File: src/rtl/can_bit_destuffer.sv
`default_nettype none
// ============================================================================
//  Module      : can_bit_destuffer
//  Description : CAN receive-side bit de-stuffer. Removes the complementary
//                stuff bit that follows STUFF_LEN equal bits inside the
//                stuffed region and flags a sticky stuff error when that bit
//                does not toggle. All outputs are registered (1 clk latency).
//  Revision    : 1.0 - initial release
// ============================================================================
module can_bit_destuffer #(
  parameter int STUFF_LEN = 5,
  parameter int CNT_W     = 3
) (
  input  logic clk,
  input  logic rst_n,
  input  logic sample_point_i,
  input  logic rx_bit_i,
  input  logic destuff_en_i,
  input  logic clear_i,
  output logic bit_out_o,
  output logic bit_valid_o,
  output logic stuff_removed_o,
  output logic stuff_pending_o,
  output logic stuff_err_o
);

  localparam logic [1:0] c_IDLE  = 2'd0;
  localparam logic [1:0] c_COUNT = 2'd1;
  localparam logic [1:0] c_ERROR = 2'd2;

  localparam logic [CNT_W-1:0] c_STUFF_CNT = CNT_W'(STUFF_LEN);
  localparam logic [CNT_W-1:0] c_ONE       = CNT_W'(1);

  logic [1:0]       state_q, state_d;
  logic [CNT_W-1:0] run_cnt_q, run_cnt_d;
  logic             last_bit_q, last_bit_d;
  logic             bit_out_q, bit_out_d;
  logic             bit_valid_q, bit_valid_d;
  logic             stuff_removed_q, stuff_removed_d;
  logic             stuff_pending_q, stuff_pending_d;
  logic             stuff_err_q, stuff_err_d;

  // Next-state decode: clear beats sample_point; only sample_point advances state.
  always_comb begin
    state_d         = state_q;
    run_cnt_d       = run_cnt_q;
    last_bit_d      = last_bit_q;
    bit_out_d       = bit_out_q;
    bit_valid_d     = 1'b0;
    stuff_removed_d = 1'b0;
    stuff_err_d     = stuff_err_q;

    if (clear_i) begin
      state_d     = c_IDLE;
      run_cnt_d   = '0;
      last_bit_d  = 1'b1;
      stuff_err_d = 1'b0;
    end else if (sample_point_i) begin
      case (state_q)
        c_IDLE: begin
          bit_out_d   = rx_bit_i;
          bit_valid_d = 1'b1;
          if (destuff_en_i) begin
            run_cnt_d  = c_ONE;
            last_bit_d = rx_bit_i;
            state_d    = c_COUNT;
          end
        end
        c_COUNT: begin
          if (!destuff_en_i) begin
            // Window closed: pass the bit through and forget the run.
            bit_out_d   = rx_bit_i;
            bit_valid_d = 1'b1;
            run_cnt_d   = '0;
            state_d     = c_IDLE;
          end else if (run_cnt_q != c_STUFF_CNT) begin
            bit_out_d   = rx_bit_i;
            bit_valid_d = 1'b1;
            run_cnt_d   = (rx_bit_i == last_bit_q) ? run_cnt_q + c_ONE : c_ONE;
            last_bit_d  = rx_bit_i;
          end else if (rx_bit_i != last_bit_q) begin
            // Legal stuff bit: drop it, it opens the next run.
            stuff_removed_d = 1'b1;
            run_cnt_d       = c_ONE;
            last_bit_d      = rx_bit_i;
          end else begin
            stuff_err_d = 1'b1;
            state_d     = c_ERROR;
          end
        end
        default: begin
          // ERROR (and any unused encoding) ignores samples until cleared.
          state_d = c_ERROR;
        end
      endcase
    end

    stuff_pending_d = (state_d == c_COUNT) && (run_cnt_d == c_STUFF_CNT);
  end

  // State and output registers with asynchronous active-low reset.
  always_ff @(posedge clk or negedge rst_n) begin
    if (!rst_n) begin
      state_q         <= c_IDLE;
      run_cnt_q       <= '0;
      last_bit_q      <= 1'b1;
      bit_out_q       <= 1'b1;
      bit_valid_q     <= 1'b0;
      stuff_removed_q <= 1'b0;
      stuff_pending_q <= 1'b0;
      stuff_err_q     <= 1'b0;
    end else begin
      state_q         <= state_d;
      run_cnt_q       <= run_cnt_d;
      last_bit_q      <= last_bit_d;
      bit_out_q       <= bit_out_d;
      bit_valid_q     <= bit_valid_d;
      stuff_removed_q <= stuff_removed_d;
      stuff_pending_q <= stuff_pending_d;
      stuff_err_q     <= stuff_err_d;
    end
  end

  assign bit_out_o       = bit_out_q;
  assign bit_valid_o     = bit_valid_q;
  assign stuff_removed_o = stuff_removed_q;
  assign stuff_pending_o = stuff_pending_q;
  assign stuff_err_o     = stuff_err_q;

endmodule
`default_nettype wire

File: config.mk
export PLATFORM = sky130hd
export DESIGN_NAME = can_bit_destuffer
export DESIGN_NICKNAME = d
export VERILOG_FILES = /design/src/rtl/can_bit_destuffer.sv
export SDC_FILE = /design/constraint.sdc
export NUM_CORES = 1
export LEC_CHECK = 0
export CORE_AREA = 2 2 39 41
export DETAILED_ROUTE_END_ITERATION = 10
export DIE_AREA = 0 0 41 43
export HOLD_SLACK_MARGIN = 0.12
export PLACE_DENSITY = 0.79
export SLEW_MARGIN = 10
export SYNTH_ARGS = -nofsm -noshare
export SYNTH_HDL_FRONTEND = slang
export SYNTH_SLANG_ARGS = --single-unit
File: constraint.sdc
create_clock -name clk -period 3.5 [get_ports clk]
set_input_delay 0.7 -clock clk [delete_from_list [all_inputs] [get_ports clk]]
set_output_delay 0.7 -clock clk [all_outputs]
set_load 0.01 [all_outputs]
==> impl_metrics.yaml <==
outcome:
  run_status: "complete, no violations"
final_layout:
  multiInputGateArea_um2: 287
  stdcell_count: 87
  seq_area_um2: 278
  synthToLayoutAreaGrowth_pct: 23.4
  diodes: 0
  fillCellCount: 137
  drive_above_1_share_pct: 12.7
  utilization_pct: 52.0
  fin_area_um2: 719
  nets: 80
placed_design:
  dpl_cell_area_um2: 692
  port_buffers: 10
  place_congestion: 0.825
  dpl.cell_count: 83
  dp_slack_ns: 1.10
  dpl.hpwl_um: 810
die:
  die_area_um2: 1760
  fp.dieH_um: 43
  die_w_um: 41
  core_um2: 1380
  ios: 11
  num_rows: 14
  initial_core_util_pct: 42.1
setup_path:
  crit_chain: "clkdlybuf4s50_1, and2b_1, nand2_2, a21boi_1, a311oi_2, and4_1"
  cp_max_fo: 9
  crit_required_ns: 3.70
  slowest_delay_ns: 0.58
  r2r_start: "run_cnt_q[0]"
  cp-end-kind: "flop"
  startpoint: "sample_point_i"
  startpoint_type: "input port"
  arrival_ns: 2.33
  critPathKind: "input port to flop"
  crit_path_top_delay_cell: "clkdlybuf4s50_1"
cts:
  cts_tree: "yes"
  cts.repair.resized: 0
  clk_pin_slew_ns: 0.06
  cts.sink_count: 11
  ctsHtreeMaxLevel: 1
  cts_root_buf: "clkbuf_4"
  clock_path_buffers: 2
  clk_latency_ns: 0.27
  postCtsSetupBuffers: 0
  cts_hold_buf: 0
  cts_buffers: 3
synthesis:
  yosysTopAreaCell: "dfrtp_1"
  synth_seq_cells: 11
  ys_types: 29
  ys_seq_area_share_pct: 47.6
  synthCells: 58
  synth_top_area_share_pct: 38.6
  syn_nets: 66
  yosys-top-cells-area: "dfrtp_1 (39%), dfstp_2 (9.0%), nor2_1 (5.2%)"
  synth_area_um2: 583
  yosysWarnings: 0
  syn_avg_cell_area_um2: 10.1
global_routing:
  antenna_found_initial: 0
  grt_max_degree: 12
  grt_pass1_vias: 414
  overflow: 0
  grt_pass1_wl_um: 1750
  grtUsageTotal_pct: 15.5
routing:
  drc: 0
  num_vias: 471
  dr.first_iter.drc_count: 2
  wl_per_cell_um: 12.2
  dr.pass1.iters: 2
  drt-total-wl_um: 1070
  viasPerCell: 5.41
  ant_nets: 0
sta:
  layout_min_cycle_time_ns: 2.12
  clock_skew_ns: 0.00127
  drv_slew: 0
  maxSlewHeadroom_pct: 67.6
  rsz0062_at_grt: "false"
  worstMarginPinSlew_ns: 0.484
  setup_violations: 0
  min_period_over_period_pct: 60.6
  whs_ns: 0.513
  fin_setup_tns_ns: 0
  hold_violations: 0
  max_freq_mhz: 472
  setup_ws_ns: 1.38
pwr:
  ir_worst_vdd_v: 0.000304
  p_leak_nw: 0.300
  power_density_nw_per_um2: 358
  total_power_mw: 0.257
job:
  drv_cap: 0
worst_hold_path:
  min_from: "stuff_err_o"
  hold_path.class: "flop to flop"
[cell type report]
cell class | instances | area share [%]
clock buffers | 3 | 3.13
repair buffers | 10 | 13.9
inverters | 2 | 1.04
clock inverters | 1 | 0.696
multi-input cells | 44 | 39.8
well taps | 16 | 2.78
flip-flops and latches | 11 | 38.6
[path summary, 6_finish.rpt]
path | to | slack, ns | depth (start not counted)
worst max-delay path | stuff_pending_o | 1.38 | 6
min in group asynchronous | bit_valid_o | 0.76 | 1
worst min-delay path | stuff_err_o | 0.51 | 2
worst min register to register | stuff_err_o | 0.51 | 2
max in group asynchronous | bit_out_o | 2.39 | 1
worst max register to register | stuff_pending_o | 1.81 | 6
[synth_stat cells (all sizes together)]
library cell / count
dfrtp: 9
a311oi: 1
nand2b: 1
ha: 2
a2111oi: 1
and4: 1
inv: 2
and2b: 1
a22oi: 1
nor2: 8
dfstp: 2
mux2: 1
buf: 1
a31o: 1
and3: 1
o22ai: 1
a21oi: 3
nand3: 1
a21boi: 1
nor4: 1
nor3: 2
nand4: 1
xnor2: 1
and2: 1
nand2: 8
xor2: 1
o21ai: 4
[metal layers]
layer  GRT usage [%]  vias up  share of wire, %
met5               0        -                 0
met4            6.00        0               1.3
met3            9.42        2               6.0
met2            21.3       12                49
met1            19.3      228                43
li1                -      229                 -
[registers in the layout (all words and copies together), names as in the netlist]
signal           flops
stuff_err_o          1
stuff_removed_o      1
bit_out_o            1
state_q              2
last_bit_q           1
run_cnt_q            3
stuff_pending_o      1
bit_valid_o          1
[kinds of logic after synthesis]
kind of cell,synth area share [%]
flops,47.6
mux,1.93
fa+ha+maj,4.29
xor+xnor,3.00
simple gates,21.5
compound gates,18.5
buf+inv,3.22
[worst max-delay path, delay by kind of cell]
kind            cells  cell delay, ns
simple gates        3            0.61
compound gates      2            0.42
buf+inv             1            0.58
[layout by cell type (no fill, tap or decap), drive strengths merged, types with 2 or more instances in the layout]
cell type / instances
a21oi: 3
clkbuf: 3
clkdlybuf4s50: 10
dfrtp: 9
dfstp: 2
ha: 2
inv: 2
nand2: 8
nor2: 8
nor3: 2
o21ai: 4
[power by group]
group	internal [mW]	leakage, nW	switching [mW]
clock	0.0423	0.0177	0.0410
sequential	0.133	0.144	0.00437
combinational	0.0173	0.139	0.0192
total	0.193	0.300	0.0646
Note: power is estimated with default switching activity, not from simulation.
